--- src/rtl/fp_mult_pkg.sv ---
// fp_mult_pkg: shared constants and FSM encoding for the binary32 multiplier controller.
// Contents: default field widths and bias, shift-add iteration count, the FSM state type,
// and a helper that returns the all-ones (infinity/NaN) exponent for a given width.
package fp_mult_pkg;

  localparam int EXP_W_DEF = 8;
  localparam int MAN_W_DEF = 23;
  localparam int BIAS_DEF  = 127;

  // One shift-add iteration per multiplier bit (hidden bit included).
  localparam int ITER = 24;

  typedef enum logic [2:0] {
    IDLE  = 3'd0,
    CARGA = 3'd1,
    MULT  = 3'd2,
    NORM  = 3'd3,
    LISTO = 3'd4
  } state_t;

  // Exponent code reserved for infinity/NaN.
  function automatic int exp_special(input int exp_w);
    return (1 << exp_w) - 1;
  endfunction

endpackage

--- src/rtl/fp_mult_control_mantisa.sv ---
// mantisa_shift_add: iterative shift-add unsigned multiplier for the significands.
// Ports: clk/rst (sync, active-high); load seeds operands and clears accumulator/counter;
// step performs one iteration; last flags the final iteration; prod is the 2*MW-bit accumulator.
module mantisa_shift_add
  import fp_mult_pkg::*;
#(
  parameter int MW = 24
) (
  input  logic              clk,
  input  logic              rst,
  input  logic              load,
  input  logic              step,
  input  logic [MW-1:0]     mcand_in,
  input  logic [MW-1:0]     mplier_in,
  output logic              last,
  output logic [2*MW-1:0]   prod
);

  localparam int CW = $clog2(ITER + 1);

  logic [2*MW-1:0] mcand;
  logic [MW-1:0]   mplier;
  logic [2*MW-1:0] acc;
  logic [CW-1:0]   cnt;

  always_ff @(posedge clk) begin
    if (rst) begin
      mcand  <= '0;
      mplier <= '0;
      acc    <= '0;
      cnt    <= '0;
    end else if (load) begin
      mcand  <= {{MW{1'b0}}, mcand_in};
      mplier <= mplier_in;
      acc    <= '0;
      cnt    <= '0;
    end else if (step) begin
      // Multiplicand moves left so each multiplier bit lines up with its weight.
      if (mplier[0]) acc <= acc + mcand;
      mcand  <= mcand << 1;
      mplier <= mplier >> 1;
      cnt    <= cnt + 1'b1;
    end
  end

  assign last = (cnt == CW'(ITER - 1));
  assign prod = acc;

endmodule

--- src/rtl/fp_mult_control.sv ---
// fp_mult_control: sequencer for a binary32 multiplier (sign, shift-add significand, normalize, pack).
// Ports: clk, rst (sync, active-high), start/A/B request, busy/done handshake, Resultado + Overflow/Underflow.
// Build option: define FP_MULT_ROUND_EN for round-to-nearest-even; otherwise the fraction is truncated.
module fp_mult_control
  import fp_mult_pkg::*;
#(
  parameter int EXP_W = EXP_W_DEF,
  parameter int MAN_W = MAN_W_DEF,
  parameter int BIAS  = BIAS_DEF
) (
  input  logic                 clk,
  input  logic                 rst,
  input  logic                 start,
  input  logic [EXP_W+MAN_W:0] A,
  input  logic [EXP_W+MAN_W:0] B,
  output logic                 busy,
  output logic                 done,
  output logic [EXP_W+MAN_W:0] Resultado,
  output logic                 Overflow,
  output logic                 Underflow
);

  localparam int W  = EXP_W + MAN_W + 1;
  localparam int MW = MAN_W + 1;
  localparam int PW = 2 * MW;
  localparam int EW = EXP_W + 2;
  localparam logic [EXP_W-1:0]     EXP_ONES = EXP_W'(exp_special(EXP_W));
  localparam logic signed [EW-1:0] E_MAX    = EW'(exp_special(EXP_W));

  state_t state, state_n;
  logic   load, step, last;

  logic [W-1:0]           a_q, b_q;
  logic                   signo;
  logic signed [EW-1:0]   e_q;
  logic                   zero_q, spec_q;
  logic [MAN_W-1:0]       frac_q;
  logic [PW-1:0]          prod;

  // ---------------- operand classification / exponent sum ----------------
  logic [EXP_W-1:0]       ea, eb;
  logic signed [EW-1:0]   e_calc;

  assign ea     = a_q[W-2 -: EXP_W];
  assign eb     = b_q[W-2 -: EXP_W];
  assign e_calc = $signed({2'b00, ea}) + $signed({2'b00, eb}) - $signed(EW'(BIAS));

  mantisa_shift_add #(.MW(MW)) u_man (
    .clk       (clk),
    .rst       (rst),
    .load      (load),
    .step      (step),
    .mcand_in  ({1'b1, a_q[MAN_W-1:0]}),
    .mplier_in ({1'b1, b_q[MAN_W-1:0]}),
    .last      (last),
    .prod      (prod)
  );

  // ---------------- normalization and rounding ----------------
  logic                 hi;
  logic [MAN_W-1:0]     frac_t, frac_n;
  logic signed [EW-1:0] e_adj, e_n;

  // Product of two [1,2) significands lies in [1,4): bit PW-1 picks the binade.
  assign hi     = prod[PW-1];
  assign frac_t = hi ? prod[PW-2 -: MAN_W] : prod[PW-3 -: MAN_W];
  assign e_adj  = e_q + $signed({{(EW-1){1'b0}}, hi});

`ifdef FP_MULT_ROUND_EN
  logic             guard, sticky, rnd_inc, carry;
  logic [MAN_W-1:0] frac_r;

  assign guard   = hi ? prod[PW-2-MAN_W] : prod[PW-3-MAN_W];
  assign sticky  = hi ? (|prod[PW-3-MAN_W:0]) : (|prod[PW-4-MAN_W:0]);
  assign rnd_inc = guard & (sticky | frac_t[0]);
  // An all-ones fraction rounding up wraps to zero and bumps the exponent.
  assign {carry, frac_r} = {1'b0, frac_t} + {{MAN_W{1'b0}}, rnd_inc};
  assign frac_n  = frac_r;
  assign e_n     = e_adj + $signed({{(EW-1){1'b0}}, carry});
`else
  logic unused_round_bits;

  assign unused_round_bits = ^prod[PW-MAN_W-3:0];
  assign frac_n = frac_t;
  assign e_n    = e_adj;
`endif

  // ---------------- range checks and packing ----------------
  logic [W-1:0] res_n;
  logic         ovf_n, unf_n;

  always_comb begin
    res_n = {signo, {(W-1){1'b0}}};
    ovf_n = 1'b0;
    unf_n = 1'b0;
    if (zero_q) begin
      res_n = {signo, {(W-1){1'b0}}};
    end else if (spec_q) begin
      res_n = {signo, EXP_ONES, {MAN_W{1'b0}}};
      ovf_n = 1'b1;
    end else if (e_q >= E_MAX) begin
      res_n = {signo, EXP_ONES, {MAN_W{1'b0}}};
      ovf_n = 1'b1;
    end else if (e_q <= $signed(EW'(0))) begin
      res_n = {signo, {(W-1){1'b0}}};
      unf_n = 1'b1;
    end else begin
      res_n = {signo, e_q[EXP_W-1:0], frac_q};
    end
  end

  // ---------------- FSM ----------------
  always_ff @(posedge clk) begin
    if (rst) state <= IDLE;
    else     state <= state_n;
  end

  always_comb begin
    state_n = state;
    load    = 1'b0;
    step    = 1'b0;
    case (state)
      IDLE:    if (start) state_n = CARGA;
      CARGA: begin
        load    = 1'b1;
        state_n = MULT;
      end
      MULT: begin
        step = 1'b1;
        if (last) state_n = NORM;
      end
      NORM:    state_n = LISTO;
      LISTO:   state_n = IDLE;
      default: state_n = IDLE;
    endcase
  end

  // ---------------- datapath registers and handshake ----------------
  always_ff @(posedge clk) begin
    if (rst) begin
      a_q       <= '0;
      b_q       <= '0;
      signo     <= 1'b0;
      e_q       <= '0;
      zero_q    <= 1'b0;
      spec_q    <= 1'b0;
      frac_q    <= '0;
      busy      <= 1'b0;
      done      <= 1'b0;
      Resultado <= '0;
      Overflow  <= 1'b0;
      Underflow <= 1'b0;
    end else begin
      // done is registered out of LISTO, so the FSM is already back in IDLE
      // during the done cycle and the next start lands on the edge done falls.
      done <= (state == LISTO);

      if (state == IDLE && start) begin
        a_q  <= A;
        b_q  <= B;
        busy <= 1'b1;
      end else if (done) begin
        busy <= 1'b0;
      end

      if (state == CARGA) begin
        signo  <= a_q[W-1] ^ b_q[W-1];
        e_q    <= e_calc;
        zero_q <= (ea == '0) || (eb == '0);
        spec_q <= (ea == EXP_ONES) || (eb == EXP_ONES);
      end

      if (state == NORM) begin
        e_q    <= e_n;
        frac_q <= frac_n;
      end

      if (state == LISTO) begin
        Resultado <= res_n;
        Overflow  <= ovf_n;
        Underflow <= unf_n;
      end
    end
  end

endmodule

--- config.mk ---
export PLATFORM = sky130hd
export DESIGN_NAME = fp_mult_control
export DESIGN_NICKNAME = d
export VERILOG_FILES = /design/src/rtl/fp_mult_pkg.sv /design/src/rtl/fp_mult_control_mantisa.sv /design/src/rtl/fp_mult_control.sv
export SDC_FILE = /design/constraint.sdc
export NUM_CORES = 1
export LEC_CHECK = 0
export CAP_MARGIN = 20
export CORE_ASPECT_RATIO = 0.75
export CORE_MARGIN = 2
export CORE_UTILIZATION = 55
export DETAILED_ROUTE_END_ITERATION = 7
export GPL_TIMING_DRIVEN = 0
export PLACE_DENSITY = 0.85
export RECOVER_POWER = 25
export SKIP_LAST_GASP = 1
export SYNTH_ARGS = -nofsm -noshare
export SYNTH_HDL_FRONTEND = slang
export SYNTH_SLANG_ARGS = --single-unit
--- constraint.sdc ---
create_clock -name clk -period 3.35 [get_ports clk]
set_input_delay 0.5025 -clock clk [delete_from_list [all_inputs] [get_ports clk]]
set_output_delay 0.5025 -clock clk [all_outputs]
set_load 0.05 [all_outputs]
Word level (Yosys, flattened, before mapping)
Index checks and enable logic that the tools add are counted.
Storage, ports and cells
  bits in registers: 264
  input port bits: 67
Operators by class
  add/sub/neg operators: 5
  $lt $le $gt $ge: 2
  eq/ne operators: 9
  muxes and demuxes: 25
  bitwise gates (word level): 1
  reductions and logical operators: 12
Operator list (count)
  $mux 31: 4
  $mux 24: 4
  $add 48x48->48: 1
  $mux 23: 1
  $mux 10: 2
  $eq 8x8->1 const B: 2
  $logic_not 8->1: 2
  $pmux 3 s4: 1
  $mux 1: 11
  $add 10x2->10: 1
  $ge 10x9->1 const B: 1
  $le 10x1->1 const B: 1
  $sub 9x7->10 const B: 1
  $add 8x8->9: 1
  $eq 3x2->1 const B: 2
  $mux 3: 2
  $reduce_bool 2->1: 3
  $add 5x1->5 const B: 1
  $eq 5x5->1 const B: 1
  $ne 2x2->1 const B: 2
  $reduce_and 2->1: 2
  $eq 3x1->1 const B: 1
  $eq 3x3->1 const B: 1
  $logic_not 3->1: 1
  4 further kinds: 5

Longest topological paths before layout
  depth in word-level cells: 5
  mapped depth: 14

Hierarchy
A second synthesis with hierarchy kept.
Unflattened totals
  cells, all modules: 1615
  area, all modules: 13310.3 µm²
Modules (own cells, without submodules)
  mantisa_shift_add: times used 1, cells an instance 939, area each 7479.7 µm², seq. area each 2502.4 µm²
  fp_mult_control: times used 1, cells an instance 676, area each 5830.6 µm², seq. area each 2782.7 µm²

Least setup slack after synthesis
No wires, ideal clock.
  path type: register to register
  start: register u_man.acc[0] (netlist: u_man.prod[0])
  end: register u_man.acc[42] (netlist: u_man.prod[42])
  library setup time: 0.062 ns
  data arrival time: 2.533 ns
  data required time: 3.288 ns
  path slack: 0.754 ns
  cell stages (with the launch flop): 12
  path buffers: 0
  cell sequence: dfxtp_1 > ha_1 > fa_1 > a211oi_2 > o21bai_1 > a211oi_2 > o31ai_1 > nor3b_2 > o31ai_4 > o21ai_2 > or3_1 > nand3_1
Between the ends
  word-level cells in the longest chain between the ends: 1
RTL lines
  start, declared: line fp_mult_control_mantisa.sv:23  | logic [2*MW-1:0] acc;
  start signal, assigned: line fp_mult_control_mantisa.sv:39  | if (mplier[0]) acc <= acc + mcand;
  $add 48x48->48: line fp_mult_control_mantisa.sv:39
No other way between the ends.
A chain may end at the register's enable or synchronous reset.

Final worst setup path
  start: register u_man.mcand[0]
  end: register u_man.acc[40] (netlist: u_man.prod[40])
Between the ends
  word-level cells in the longest chain between the ends: 1
RTL lines
  start, declared: line fp_mult_control_mantisa.sv:21  | logic [2*MW-1:0] mcand;
  start signal, assigned: line fp_mult_control_mantisa.sv:33  | mcand <= {{MW{1'b0}}, mcand_in};
  start signal, assigned: line fp_mult_control_mantisa.sv:40  | mcand <= mcand << 1;
  $add 48x48->48: line fp_mult_control_mantisa.sv:39
No other way between the ends.

==> key figures <==
STA
  – Max Fclk: 0.3213 GHz
  – Setup TNS: 0 ns
  – Period utilization: 0.9289
  – Fin Hold WS: 0.4553 ns
  – Final Hold Fails: 0
  – Relative slew slack: 0.4538
  – Post-layout min period: 3.112 ns
  – Final setup viols: 0
  – RSZ-0062 raised after global routing: no
  – Measured slew at the worst slew-check pin: 0.8163 ns
  – Slew Limit Fails: 0
  – Fin Clk Skew: 0.01069 ns

Logic synthesis
  – Yosys warnings: 0
  – Syn_nets: 1,814
  – Average size of a mapped cell: 7.829 um^2
  – Register bit count reported by yosys: 264
  – Post-synth top area cell: dfxtp_1
  – Main flop type after synthesis: dfxtp_1
  – Most common cell in the synthesized netlist: nand2_1
  – Number of flops mapped to enable cells by yosys: 0
  – Ys async rst share: 0
  – Top cells by area, synth: dfxtp_1 (40%), nand2_1 (11%), a21oi_1 (7.4%)
  – Synthesized area: 0.01315 mm^2
  – Yosys top cell area share: 0.4018
  – Synth Instances: 1,680
  – Distinct cells, synth: 68
  – Post-synthesis sequential area ratio: 0.4018
  – Top post-synthesis cells by count: nand2_1 (394), dfxtp_1 (264), a21oi_1 (195)

Floorplan
  – Core Region: 0.02324 mm^2
  – Die ar.: 0.02518 mm^2
  – FP Rows: 48
  – Chip height: 137.9 um
  – IO Pins: 103
  – Initial Util: 0.5659
  – Die span in x: 182.6 um

Clocking
  – Clk buf depth: 3
  – H-tree depth: 1
  – CTS tree: yes
  – Post-CTS setup buffer count: 0
  – CTS Sinks: 264
  – CTS Hold Bufs: 0
  – Skew-Pair Late Insertion Delay: 0.53 ns
  – Clock Pin Slew Worst Setup and Hold Paths: 0.06 ns
  – Cts bufs inserted: 26
  – Root buf cell: clkbuf_16
  – Post-CTS Resized: 0

Min path
  – Hold EP: u_man.prod[11]$_SDFFE_PP0P_
  – Hold Startpoint: u_man.prod[11]$_SDFFE_PP0P_
  – Hold Crit Depth: 2
  – Worst hold path class: flop to flop

Status
  – Status: completed

Placement
  – Placer Congestion: 0.9363
  – Placed Area: 0.01454 mm^2
  – Dpl hpwl: 26.20 mm
  – IO Port Bufs: 101

Layout
  – ANT cells: 0
  – Design area: 0.01541 mm^2
  – Layout area overhead: 17.18%
  – Nets: 1,944
  – Layout cells sized above 1: 0.04208
  – Final design utilization: 0.6631

Drt
  – Initial DRC count: 1,243
  – Post-route ant nets: 0
  – Vias: 12,700
  – DR WL/cell: 16.71 um
  – Routed Wire Length: 35.59 mm
  – Via-to-Cell Ratio: 5.964
  – Pre-Repair DR Iteration Count: 6
  – Drc violations: 0

GRT
  – Via count of the first global-routing pass: 11,520
  – Initial antenna violation count: 0
  – Pin count of the biggest net entering global routing: 16
  – Overflow after GRT: 0
  – First-pass GRT wire length: 57.40 mm
  – Total global-route track usage: 0.2772

Critical path
  – CP arrival: 3.51 ns
  – R2R Setup Slk: 0.24 ns
  – Critical path capture point type: flop
  – Reg2Reg Depth: 11
  – Worst r2r dst: u_man.prod[40]$_SDFFE_PP0P_
  – Crit Path Max Fanout: 5
  – Reg-to-Reg Start: u_man.mcand[0]$_SDFFE_PP0P_
  – Startpoint Class: flop
  – Setup CP Type: flop to flop
  – Critical path required time: 3.75 ns

Pwr
  – P per Cell Area: 456.0 mW/mm^2
  – Gate power share: 0.104
  – LEAKAGE: 5.749 nW
  – Sw power: 1.827 mW
  – VDD IR max: 414.2 uV
  – Net Sw Frac: 0.2599
  – Cell internal pwr: 5.201 mW
  – Seq pwr share: 0.480
  – Clock power frac: 0.416
  – Tot Pwr: 7.028 mW

Job
  – Maxcap violations: 0
[placed cells by master (no fill, tap or decap), types with 4 or more instances in the layout]
master           Yosys  layout
a31oi_1              8       8
a21oi_1            195     195
o21a_1               6       6
o21bai_1            13      13
clkbuf_1            98     103
xor2_1              17      17
a2111oi_0            5       5
and3_1               6       6
ha_1                65      65
nor4_1               8       8
nand3_1             23      23
o211ai_1             4       4
a21o_1              37      37
o31ai_1              5       5
nand2b_1             7       7
o21ai_0             46      46
nor2b_1              6       6
dfxtp_1            264     264
clkdlybuf4s50_1      0     101
clkbuf_16            0      27
buf_1               11       9
nand2_1            394     394
nor3_1              18      18
clkinv_2             0       5
nor2_1             155     155
a311oi_1            45      45
inv_1               19      19
a22oi_1             35      35
mux2i_1             25      25
o21ai_1              5       5
clkbuf_8             0       8
nand4_1             22      22
buf_2               11      11
or3_1                5       5
a211oi_1            33      33
xnor2_1             34      34
[through the flow]
stage | instances | setup WS, ns
final | 2130 | 0.2381
after global routing | 2130 | 0.1231
after CTS | 2130 | 0.2922
after detailed placement | 2082 | 0.3303
after global placement | 2081 | 0.3640
after floorplan | 1680 | 0.7544
[power groups by stage]
stage	Combinational (mW)	Sequential, mW	Clock [mW]
CTS	0.719	3.37	2.94
detailed placement	0.710	3.44	0
global route	0.807	3.38	3.07
finish	0.731	3.37	2.92
global placement	0.690	3.43	0
floorplan	0.468	3.41	0
[how the worst max path moves through the flow]
stage / endpoint / start
2_1_floorplan: u_man.prod[42]$_SDFFE_PP0P_ / u_man.prod[0]$_SDFFE_PP0P_
3_3_place_gp: u_man.prod[42]$_SDFFE_PP0P_ / u_man.mcand[0]$_SDFFE_PP0P_
5_1_grt: u_man.prod[47]$_SDFFE_PP0P_ / u_man.prod[30]$_SDFFE_PP0P_
6_report: u_man.prod[40]$_SDFFE_PP0P_ / u_man.mcand[0]$_SDFFE_PP0P_
3_5_place_dp: u_man.prod[42]$_SDFFE_PP0P_ / u_man.mcand[0]$_SDFFE_PP0P_
4_1_cts: u_man.prod[42]$_SDFFE_PP0P_ / u_man.mcand[0]$_SDFFE_PP0P_
[metal layers]
metal | up-vias | routed length, um | GRT usage
met4 | 0 | 736 | 0.07303
met3 | 60 | 2953 | 0.04412
met2 | 525 | 15650 | 0.4387
met1 | 5972 | 16260 | 0.3955
li1 | 6147 | - | -
met5 | - | 0 | 0
[critical path: stages (launching register included)]
cell and delay [ns]:
dfxtp_1 0.34, ha_1 0.23, fa_1 0.46, a211oi_2 0.27, o21ai_0 0.20, a21oi_2 0.36, nor3_1 0.11, nor2_2 0.28
o211ai_2 0.23, a21boi_1 0.22, xor2_1 0.18, o21ai_0 0.09
[cells by family after synthesis]
family,share of synthesized area
fa+ha+maj,0.06488
simple gates,0.2100
flops,0.4018
compound gates,0.2260
mux,0.01988
buf+inv,0.04338
xor+xnor,0.03396
[final cells by class]
type                    instances  area (um^2)
fillers                      1884         7830
multi-input cells            1272         7297
flip-flops and latches        264         5285
repair buffers                102         1015
clock buffers                  37        793.3
plain buffers                 125        499.2
well taps                     300        375.4
clock inverters                11        76.32
inverters                      19        71.32
[registers in the layout, summed over array words and instances (netlist names)]
name / flops
u_man.mcand: 48
u_man.prod: 48
Resultado: 32
a_q: 32
b_q: 32
u_man.mplier: 24
frac_q: 23
e_q: 10
u_man.cnt: 5
state: 3
Overflow: 1
Underflow: 1
busy: 1
done: 1
signo: 1
spec_q: 1
zero_q: 1
Power figures use the tool's default switching activity.
